File: src/rtl/uart_baud_gen_frac.sv
// Purpose : fractional baud-rate generator, 16x oversample tick (o_rx_tick) plus 1x bit tick (o_tx_tick).
// Latency : ticks are combinational from the period/oversample counters; a loaded divisor takes effect after the next rx tick.
// Backpr. : none - free-running timebase; i_en=0 or an active integer divisor of 0 stops and clears it.
//
// Ports:
//   clk, rst_n          system clock, asynchronous active-low reset
//   i_en                generator enable (low clears all counters)
//   i_div_int           integer part of the sample period, in clk cycles
//   i_div_frac          fractional part of the sample period, 1/2^DIV_FRAC_W cycle units
//   i_div_load          1-cycle pulse, capture i_div_int/i_div_frac into shadow registers
//   i_tx_sync           1-cycle pulse, restart the bit phase at a TX start of frame
//   o_rx_tick           oversample tick, 1 cycle wide
//   o_tx_tick           bit tick, always coincident with an o_rx_tick
//   o_div_err           active integer divisor is 0
//
// Optional feature macro: BAUD_FRAC_DIV_EN
//   defined   : fractional accumulator and carry built, reset divisor rounded to 1/2^DIV_FRAC_W
//   undefined : i_div_frac ignored, period is i_div_int only, reset divisor truncated

`default_nettype none

module uart_baud_gen_frac #(
   parameter int unsigned CFG_CLK_FREQ = 50000000,
   parameter int unsigned CFG_BAUDRATE = 115200,
   parameter int unsigned OVERSAMPLE   = 16,
   parameter int unsigned DIV_INT_W    = 16,
   parameter int unsigned DIV_FRAC_W   = 4
) (
   input  logic                  clk,
   input  logic                  rst_n,
   input  logic                  i_en,
   input  logic [DIV_INT_W-1:0]  i_div_int,
   input  logic [DIV_FRAC_W-1:0] i_div_frac,
   input  logic                  i_div_load,
   input  logic                  i_tx_sync,
   output logic                  o_rx_tick,
   output logic                  o_tx_tick,
   output logic                  o_div_err
);

   localparam int unsigned OS_W = $clog2(OVERSAMPLE);

   // Denominator of the reset divisor, computed 64 bits wide so CLK*2^F cannot overflow.
   localparam logic [63:0] DEN = 64'(CFG_BAUDRATE) * 64'(OVERSAMPLE);

`ifdef BAUD_FRAC_DIV_EN
   // round(CLK*2^F / DEN) == floor((2*CLK*2^F + DEN) / (2*DEN))
   localparam logic [63:0] DEF_FULL = ((64'(CFG_CLK_FREQ) << (DIV_FRAC_W + 1)) + DEN) / (DEN << 1);
   localparam logic [DIV_INT_W-1:0]  DEF_INT  = DIV_INT_W'(DEF_FULL >> DIV_FRAC_W);
   localparam logic [DIV_FRAC_W-1:0] DEF_FRAC = DIV_FRAC_W'(DEF_FULL);
`else
   localparam logic [63:0] DEF_FULL = 64'(CFG_CLK_FREQ) / DEN;
   localparam logic [DIV_INT_W-1:0]  DEF_INT  = DIV_INT_W'(DEF_FULL);
`endif

   // ---------------------------------------------------------------
   // State
   // ---------------------------------------------------------------
   logic [DIV_INT_W-1:0]  r_cnt;       // period counter, 0..P-1
   logic [OS_W-1:0]       r_os_cnt;    // oversample counter, 0..OVERSAMPLE-1
   logic [DIV_INT_W-1:0]  r_act_int;   // divisor in use
   logic [DIV_INT_W-1:0]  r_sh_int;    // divisor waiting for a period boundary
   logic                  r_pend;      // shadow holds a not-yet-applied load

`ifdef BAUD_FRAC_DIV_EN
   logic [DIV_FRAC_W-1:0] r_act_frac;
   logic [DIV_FRAC_W-1:0] r_sh_frac;
   logic [DIV_FRAC_W-1:0] r_acc;       // fractional phase accumulator
   logic                  r_carry;     // stretches the current period by one cycle
`else
   logic                  w_unused_frac;
   assign w_unused_frac = ^i_div_frac;
`endif

   // ---------------------------------------------------------------
   // Tick decode
   // ---------------------------------------------------------------
   logic                 w_div_zero;
   logic [DIV_INT_W:0]   w_period;
   logic [DIV_INT_W:0]   w_period_m1;
   logic                 w_last;
   logic                 w_rx_tick;
   logic                 w_os_last;
   logic                 w_tx_tick;
   logic                 w_clear;
   logic                 w_direct;
   logic                 w_activate;

   assign w_div_zero = (r_act_int == '0);

`ifdef BAUD_FRAC_DIV_EN
   assign w_period = {1'b0, r_act_int} + {{DIV_INT_W{1'b0}}, r_carry};
`else
   assign w_period = {1'b0, r_act_int};
`endif

   assign w_period_m1 = w_period - (DIV_INT_W + 1)'(1);
   assign w_last      = ({1'b0, r_cnt} == w_period_m1);

   // A tx_sync cycle never produces a tick: the frame restarts from a clean phase.
   assign w_rx_tick = i_en && !w_div_zero && !i_tx_sync && w_last;
   assign w_os_last = (r_os_cnt == OS_W'(OVERSAMPLE - 1));
   assign w_tx_tick = w_rx_tick && w_os_last;

   // Counters are parked at 0 whenever the generator cannot run or is being resynchronised.
   assign w_clear = !i_en || w_div_zero || i_tx_sync;

   // With the generator idle there is no period to protect, so a load goes straight in.
   assign w_direct = i_div_load && !i_en && !i_tx_sync;

   // Apply the shadow only on a period boundary (tick), or when nothing is counting.
   // A fresh load in the same cycle overwrites the shadow and waits for the next boundary.
   assign w_activate = r_pend && !i_div_load && !i_tx_sync && (w_rx_tick || !i_en || w_div_zero);

   // ---------------------------------------------------------------
   // Period / oversample counters and fractional accumulator
   // ---------------------------------------------------------------
   always_ff @(posedge clk or negedge rst_n) begin
      if (!rst_n) begin
         r_cnt    <= '0;
         r_os_cnt <= '0;
`ifdef BAUD_FRAC_DIV_EN
         r_acc    <= '0;
         r_carry  <= 1'b0;
`endif
      end else if (w_clear) begin
         r_cnt    <= '0;
         r_os_cnt <= '0;
`ifdef BAUD_FRAC_DIV_EN
         r_acc    <= '0;
         r_carry  <= 1'b0;
`endif
      end else if (w_rx_tick) begin
         r_cnt    <= '0;
         r_os_cnt <= w_os_last ? '0 : r_os_cnt + OS_W'(1);
`ifdef BAUD_FRAC_DIV_EN
         // Carry-out of the fractional sum lengthens the following period by one cycle.
         {r_carry, r_acc} <= {1'b0, r_acc} + {1'b0, r_act_frac};
`endif
      end else begin
         r_cnt <= r_cnt + DIV_INT_W'(1);
      end
   end

   // ---------------------------------------------------------------
   // Divisor shadow / active registers
   // ---------------------------------------------------------------
   always_ff @(posedge clk or negedge rst_n) begin
      if (!rst_n) begin
         r_act_int  <= DEF_INT;
         r_sh_int   <= DEF_INT;
         r_pend     <= 1'b0;
`ifdef BAUD_FRAC_DIV_EN
         r_act_frac <= DEF_FRAC;
         r_sh_frac  <= DEF_FRAC;
`endif
      end else if (w_direct) begin
         r_act_int  <= i_div_int;
         r_sh_int   <= i_div_int;
         r_pend     <= 1'b0;
`ifdef BAUD_FRAC_DIV_EN
         r_act_frac <= i_div_frac;
         r_sh_frac  <= i_div_frac;
`endif
      end else if (i_div_load) begin
         r_sh_int   <= i_div_int;
         r_pend     <= 1'b1;
`ifdef BAUD_FRAC_DIV_EN
         r_sh_frac  <= i_div_frac;
`endif
      end else if (w_activate) begin
         r_act_int  <= r_sh_int;
         r_pend     <= 1'b0;
`ifdef BAUD_FRAC_DIV_EN
         r_act_frac <= r_sh_frac;
`endif
      end
   end

   assign o_rx_tick = w_rx_tick;
   assign o_tx_tick = w_tx_tick;
   assign o_div_err = w_div_zero;

endmodule

`default_nettype wire

File: config.mk
export PLATFORM = sky130hd
export DESIGN_NAME = uart_baud_gen_frac
export DESIGN_NICKNAME = d
export VERILOG_FILES = /design/src/rtl/uart_baud_gen_frac.sv
export SDC_FILE = /design/constraint.sdc
export NUM_CORES = 1
export LEC_CHECK = 0
export CAP_MARGIN = 30
export CORE_MARGIN = 2
export CORE_UTILIZATION = 55
export CTS_CLUSTER_DIAMETER = 40
export DETAILED_ROUTE_END_ITERATION = 16
export PLACE_DENSITY = 0.8
export SETUP_SLACK_MARGIN = 0.02
export SYNTH_ARGS = -nofsm -noshare
export SYNTH_HDL_FRONTEND = slang
export SYNTH_SLANG_ARGS = --single-unit
File: constraint.sdc
create_clock -name clk -period 6.9 [get_ports clk]
set_input_delay 1.035 -clock clk [delete_from_list [all_inputs] [get_ports clk]]
set_output_delay 1.035 -clock clk [all_outputs]
set_load 0.005 [all_outputs]
* After elaboration in Yosys (flattened, before gate mapping)
Cells that the tools add are included.
Word-level totals: flip-flop bits (word level) 53, ROM bits 0, logic and storage cells 47, memories 0, input port bits 25, RAM bits 0, latch bits 0, output and inout bits 3
Cells by class: equality and inequality tests 3, multiplexer cells 13, bitwise operators 0, reductions and logical operators 23, add/sub/neg operators 3, divide/modulo/power cells 0, magnitude comparators 0, shift operators 0, multiply operators 0
Operator list (number):
- 2-to-1 mux 16 bit | 7
- == test 16 x 17 -> 1 bit | 1
- subtractor 16 x 1 -> 17 bit (second input constant) | 1
- adder 16 x 1 -> 16 bit (second input constant) | 1
- logical NOT 16 bit | 1
- 2-to-1 mux 4 bit | 3
- logical AND 1 bit | 9
- nonzero test 2 bit | 3
- adder 4 x 1 -> 4 bit (second input constant) | 1
- == test 4 bit (second input constant) | 1
- logical NOT 1 bit | 4
- logical OR 1 bit | 4
- 2-to-1 mux 1 bit | 3
- nonzero test 3 bit | 1
- != test 2 x 1 -> 1 bit (second input constant) | 1
- AND reduction 2 bit | 1

* Longest topological paths before layout
depth in word-level cells 11, gate-level depth with buffers 13, mapped depth without buffers 10

* Worst setup path before layout
OpenSTA, ideal clock, no wires.
kind reg2out, start point register r_act_int[0], end point output o_tx_tick, data required time 5865 ps, data arrival time 2417 ps, buffers on the path 2, setup slack 3448 ps, cell stages (with the launch flop) 13, cells stage by stage dfstp_2 -> inv_1 -> ha_1 -> buf_2 -> xor2_1 -> nor4_1 -> nor3_1 -> nor4_2 -> nand4_1 -> a211o_1 -> buf_6 -> nor2_1 -> and4_1
Between the ends: longest elaborated chain between the ends 6, elaborated cells between the ends (all ways) 8, those cells by class add/sub: 1; eq/ne: 1; reduce/logical: 6
RTL lines:
- from (decl) | line 61 | logic [DIV_INT_W-1:0] r_act_int;
- from (signal assigned) | line 158 | r_act_int <= i_div_int;
- from (signal assigned) | line 172 | r_act_int <= r_sh_int;
- parallel branches: the longest is 4 deep, another holds subtractor 16 x 1 -> 17 bit
- logical AND 1 bit * | line 101 | assign w_rx_tick = i_en && !w_div_zero && !i_tx_sync && w_last;
- named net o_rx_tick | line 36 | output logic o_rx_tick,
- logical AND 1 bit * | line 103 | assign w_tx_tick = w_rx_tick && w_os_last;
- to (decl) | line 37 | output logic o_tx_tick,
Mark *: on every way through the listed nets, which the timed path passes.

* Final worst setup path
start point register r_act_int[0], end point output o_tx_tick
Between the ends: longest elaborated chain between the ends 6, elaborated cells between the ends (all ways) 8, those cells by class add/sub: 1; eq/ne: 1; reduce/logical: 6
RTL lines (line):
- parallel branches: the longest is 4 deep, another holds subtractor 16 x 1 -> 17 bit
- logical AND 1 bit * | 101
- logical AND 1 bit * | 103
Every way passes the cells marked *.

==> parameters.txt <==
Parameter                              Value

Pwr
  Share of power burned in the clock network    26.9%
  Leak Pwr    1.41 nW
  Internal power summed over all cells    0.562 mW
  Largest vdd supply drop    0.156 mV
  Reported net switching power    0.233 mW
  Power density cells    233 nW/um^2
  Final total power    0.795 mW
  Sequential cell fraction of total power    50.9%
  Switching share of total power    29.3%
  Comb power frac    22.2%

Clock network
  Clock Pin Slew Worst Setup and Hold Paths    100 ps
  Clock latency of the later-clocked register in the worst-skew pair    310 ps
  Post-cts resize count    0
  TritonCTS clock tree    done
  Sink Count    53
  Clock Tree Buf Depth    2
  Level count of the clock H-tree    2
  Buffer count from post-CTS setup fixing    0
  Total CTS buffers    5
  Hold buffer count at cts    0
  Clock root buffer master    sky130_fd_sc_hd__clkbuf_8

Floorplan
  Die area    6180 sq um
  Row count    27
  Initial Utilization    56.3%
  Placeable Area    5440 sq um
  Die boundary width    78.6 um
  Vert. Die Dim    78.6 um
  # IOs    28

Setup path
  Startpoint-to-endpoint class of the critical path    register to output pin
  CP Data Required Time    5860 ps
  Data arrival, critical path    3730 ps
  Highest net fanout along the worst path    11
  Nature of the critical path startpoint    register
  Kind of capture point of the worst setup path    output pin

Drt
  Starting DRC count in detailed routing    61
  Number of remaining DRC errors    0
  Via count of the routed design    2069
  Routed Antenna Nets    0
  Average wire per cell in the routed design    14.7 um
  First-pass DRT Iterations    4
  Final WL    5410 um
  Drt via density    5.61

Yosys
  FF+latch count, synth    53
  Avg Synthesized Cell Area    11.0 sq um
  Simple-gate portion of the synthesized area    16.7%
  Synthesized instance count    279
  Fraction of registers with async set or reset after synthesis    100%
  Mux cell area share after synthesis    19.4%
  Commonest register cell after synthesis    sky130_fd_sc_hd__dfrtp_1
  Adder-cell share of the synthesized area    1.63%
  Main area contributors after synthesis    sky130_fd_sc_hd__dfrtp_1 (37%), sky130_fd_sc_hd__mux2_2 (13%), sky130_fd_sc_hd__dfstp_2 (6.9%)
  Synth area leader    sky130_fd_sc_hd__dfrtp_1
  Compound-Gate Fraction of Synth Area    4.86%
  Count of flip-flops with a built-in enable after synthesis    0
  Parity-gate share of the synthesized area counting xor and xnor cells    10.3%
  Fraction of synthesized cell area taken by the top area cell type    36.8%
  Total standard cell area after synthesis    3060 sq um
  Warnings, synthesis    0
  Net Count, Synth    308
  Seq/Total Area, Yosys    43.6%
  Distinct cell type count of the synthesized netlist    45
  Main combinational cell family by area after synthesis    multiplexers

GRT
  Antenna violations before repair    0
  Gr ovfl total    0
  Maximum number of pins on one net before global-route repair    54
  Wire length of the first global-routing pass    9550 um
  Number of global-route vias before repair    2136
  Gr usage total    19.4%

Timing
  Total of endpoints with negative setup slack in the final report    0
  RSZ-0062 raised after global routing    false
  Final worst path period need    4760 ps
  Accumulated negative setup slack    0 ps
  Fin. Hold Viols    0
  Measured slew at the worst slew-check pin    863 ps
  Achievable Freq    210 MHz
  Relative slew slack    42.3%
  Final max-slew violation count    0
  Setup clock skew after layout    15.9 ps
  Final critical-path share of the clock period    69.0%

Cells and area
  N_diodes    0
  Layout cell share with drive strength beyond 1    23.2%
  Layout-stage area growth over the synthesis result    11.4%
  Net count of the finished layout    325
  Filler cells    424

Placed design
  Number of input and output port buffers inserted    23
  Placer congestion estimate    0.820
  Detail Placement HPWL    3880 um

Job
  Maxcap violations    0

Worst hold path
  Class of the tightest hold or removal check    register to register

Run status
  Outcome    completed
==> layout make-up <==
cell class / instances / area (sq um) / share of cell area (%)
sequential: 53 / 1340 / 39.2
tap: 72 / 90.1 / 2.64
inverter: 5 / 18.8 / 0.550
timing repair buffer: 24 / 233 / 6.82
multi-input combinational: 207 / 1620 / 47.5
clock buffer: 5 / 68.8 / 2.02
clock inverter: 3 / 43.8 / 1.28
==> power by group through the flow <==
stage / Sequential (mW) / Clock (mW) / Combinational, mW
floorplan: 0.391 / 0 / 0.149
global placement: 0.409 / 0 / 0.172
detailed placement: 0.410 / 0 / 0.177
CTS: 0.404 / 0.219 / 0.178
global route: 0.411 / 0.232 / 0.196
finish: 0.405 / 0.214 / 0.176
==> cells in the final DEF (no fill, tap or decap), drive strengths merged, types with 3 or more instances in the layout <==
| cell type | instances |
|---|---|
| xor2 | 23 |
| mux2i | 7 |
| nand4 | 4 |
| and3 | 8 |
| a211o | 3 |
| inv | 6 |
| nor4 | 6 |
| nor3 | 7 |
| ha | 4 |
| nand2b | 4 |
| dfstp | 8 |
| and2 | 4 |
| clkbuf | 5 |
| o21ai | 4 |
| mux2 | 44 |
| clkdlybuf4s50 | 22 |
| nand2 | 14 |
| nor2 | 26 |
| nand3 | 12 |
| a21oi | 5 |
| dfrtp | 45 |
| xnor2 | 13 |
==> critical path, cell delays in order, from the launching register on <==
cell,delay (ps)
sky130_fd_sc_hd__dfstp_2,400
sky130_fd_sc_hd__inv_1,100
sky130_fd_sc_hd__ha_1,310
sky130_fd_sc_hd__nor4b_1,570
sky130_fd_sc_hd__nand4_1,270
sky130_fd_sc_hd__xor2_1,200
sky130_fd_sc_hd__nand2_1,70
sky130_fd_sc_hd__o2111ai_1,140
sky130_fd_sc_hd__a211o_1,460
sky130_fd_sc_hd__nor2_1,190
sky130_fd_sc_hd__and4_1,200
sky130_fd_sc_hd__clkdlybuf4s50_1,500
==> per-stage QoR <==
step / utilization (%) / instances / area, sq um / setup slack (ps) / hold slack [ps]
final: 62.7 / 369 / 3410 / 2140 / 515
after global routing: 62.7 / 369 / 3410 / 1910 / 527
after CTS: 62.7 / 369 / 3410 / 2150 / 518
after detailed placement: 60.7 / 361 / 3300 / 2510 / 492
after global placement: 60.7 / 361 / 3300 / 2620 / 485
after floorplan: - / 279 / 3060 / 3450 / 477
==> final timing paths <==
kind | from | end | slack (ps) | cells after the start
worst max-delay path | r_act_int[0]$_DFFE_PN1P_ | o_tx_tick | 2140 | 11
worst min-delay path | r_sh_int[6]$_DFFE_PN0P_ | r_sh_int[6]$_DFFE_PN0P_ | 510 | 1
worst max register to register | r_act_int[0]$_DFFE_PN1P_ | r_act_int[15]$_DFFE_PN0P_ | 3190 | 10
worst min register to register | r_sh_int[6]$_DFFE_PN0P_ | r_sh_int[6]$_DFFE_PN0P_ | 510 | 1
max in group asynchronous | rst_n | r_cnt[15]$_DFF_PN0_ | 5630 | 2
min in group asynchronous | rst_n | r_sh_int[5]$_DFFE_PN0P_ | 830 | 2
==> Yosys cell counts, types with 2 or more instances <==
master	count
sky130_fd_sc_hd__xor2_1	23
sky130_fd_sc_hd__dfstp_2	8
sky130_fd_sc_hd__nand2_1	14
sky130_fd_sc_hd__o21ai_0	4
sky130_fd_sc_hd__mux2_4	8
sky130_fd_sc_hd__inv_1	5
sky130_fd_sc_hd__buf_6	2
sky130_fd_sc_hd__nor4_1	4
sky130_fd_sc_hd__nor4_2	2
sky130_fd_sc_hd__nor4b_1	2
sky130_fd_sc_hd__nand2b_1	4
sky130_fd_sc_hd__mux2i_1	7
sky130_fd_sc_hd__a211oi_1	2
sky130_fd_sc_hd__ha_1	4
sky130_fd_sc_hd__xnor2_1	13
sky130_fd_sc_hd__nor3_1	7
sky130_fd_sc_hd__a21oi_1	5
sky130_fd_sc_hd__dfrtp_1	45
sky130_fd_sc_hd__nand3_1	12
sky130_fd_sc_hd__buf_2	2
sky130_fd_sc_hd__nor2_1	26
sky130_fd_sc_hd__a211o_1	3
sky130_fd_sc_hd__mux2_2	36
sky130_fd_sc_hd__and3_1	8
sky130_fd_sc_hd__and2_1	3
sky130_fd_sc_hd__clkbuf_1	8
sky130_fd_sc_hd__nand4_1	4
==> cell families after synthesis <==
logic type | after synthesis
adder cells (fa/ha/maj) | 4
AO/OA/AOI/OAI | 20
XOR/XNOR | 36
flip-flops | 53
buffers and inverters | 19
multiplexers | 51
AND/OR/NAND/NOR | 96
==> flip-flops by register name (all words and copies together), names as in the netlist <==
name	count
r_cnt	16
r_act_int	16
r_os_cnt	4
r_sh_int	16
r_pend	1
==> routing by layer <==
layer | GRT usage [%] | wire (um)
met2 | 34.9 | 2720
met5 | 0 | 0
met4 | 4.21 | 48
met3 | 3.68 | 213
met1 | 24.2 | 2430
No activity file was read; power rests on OpenSTA's default activity.
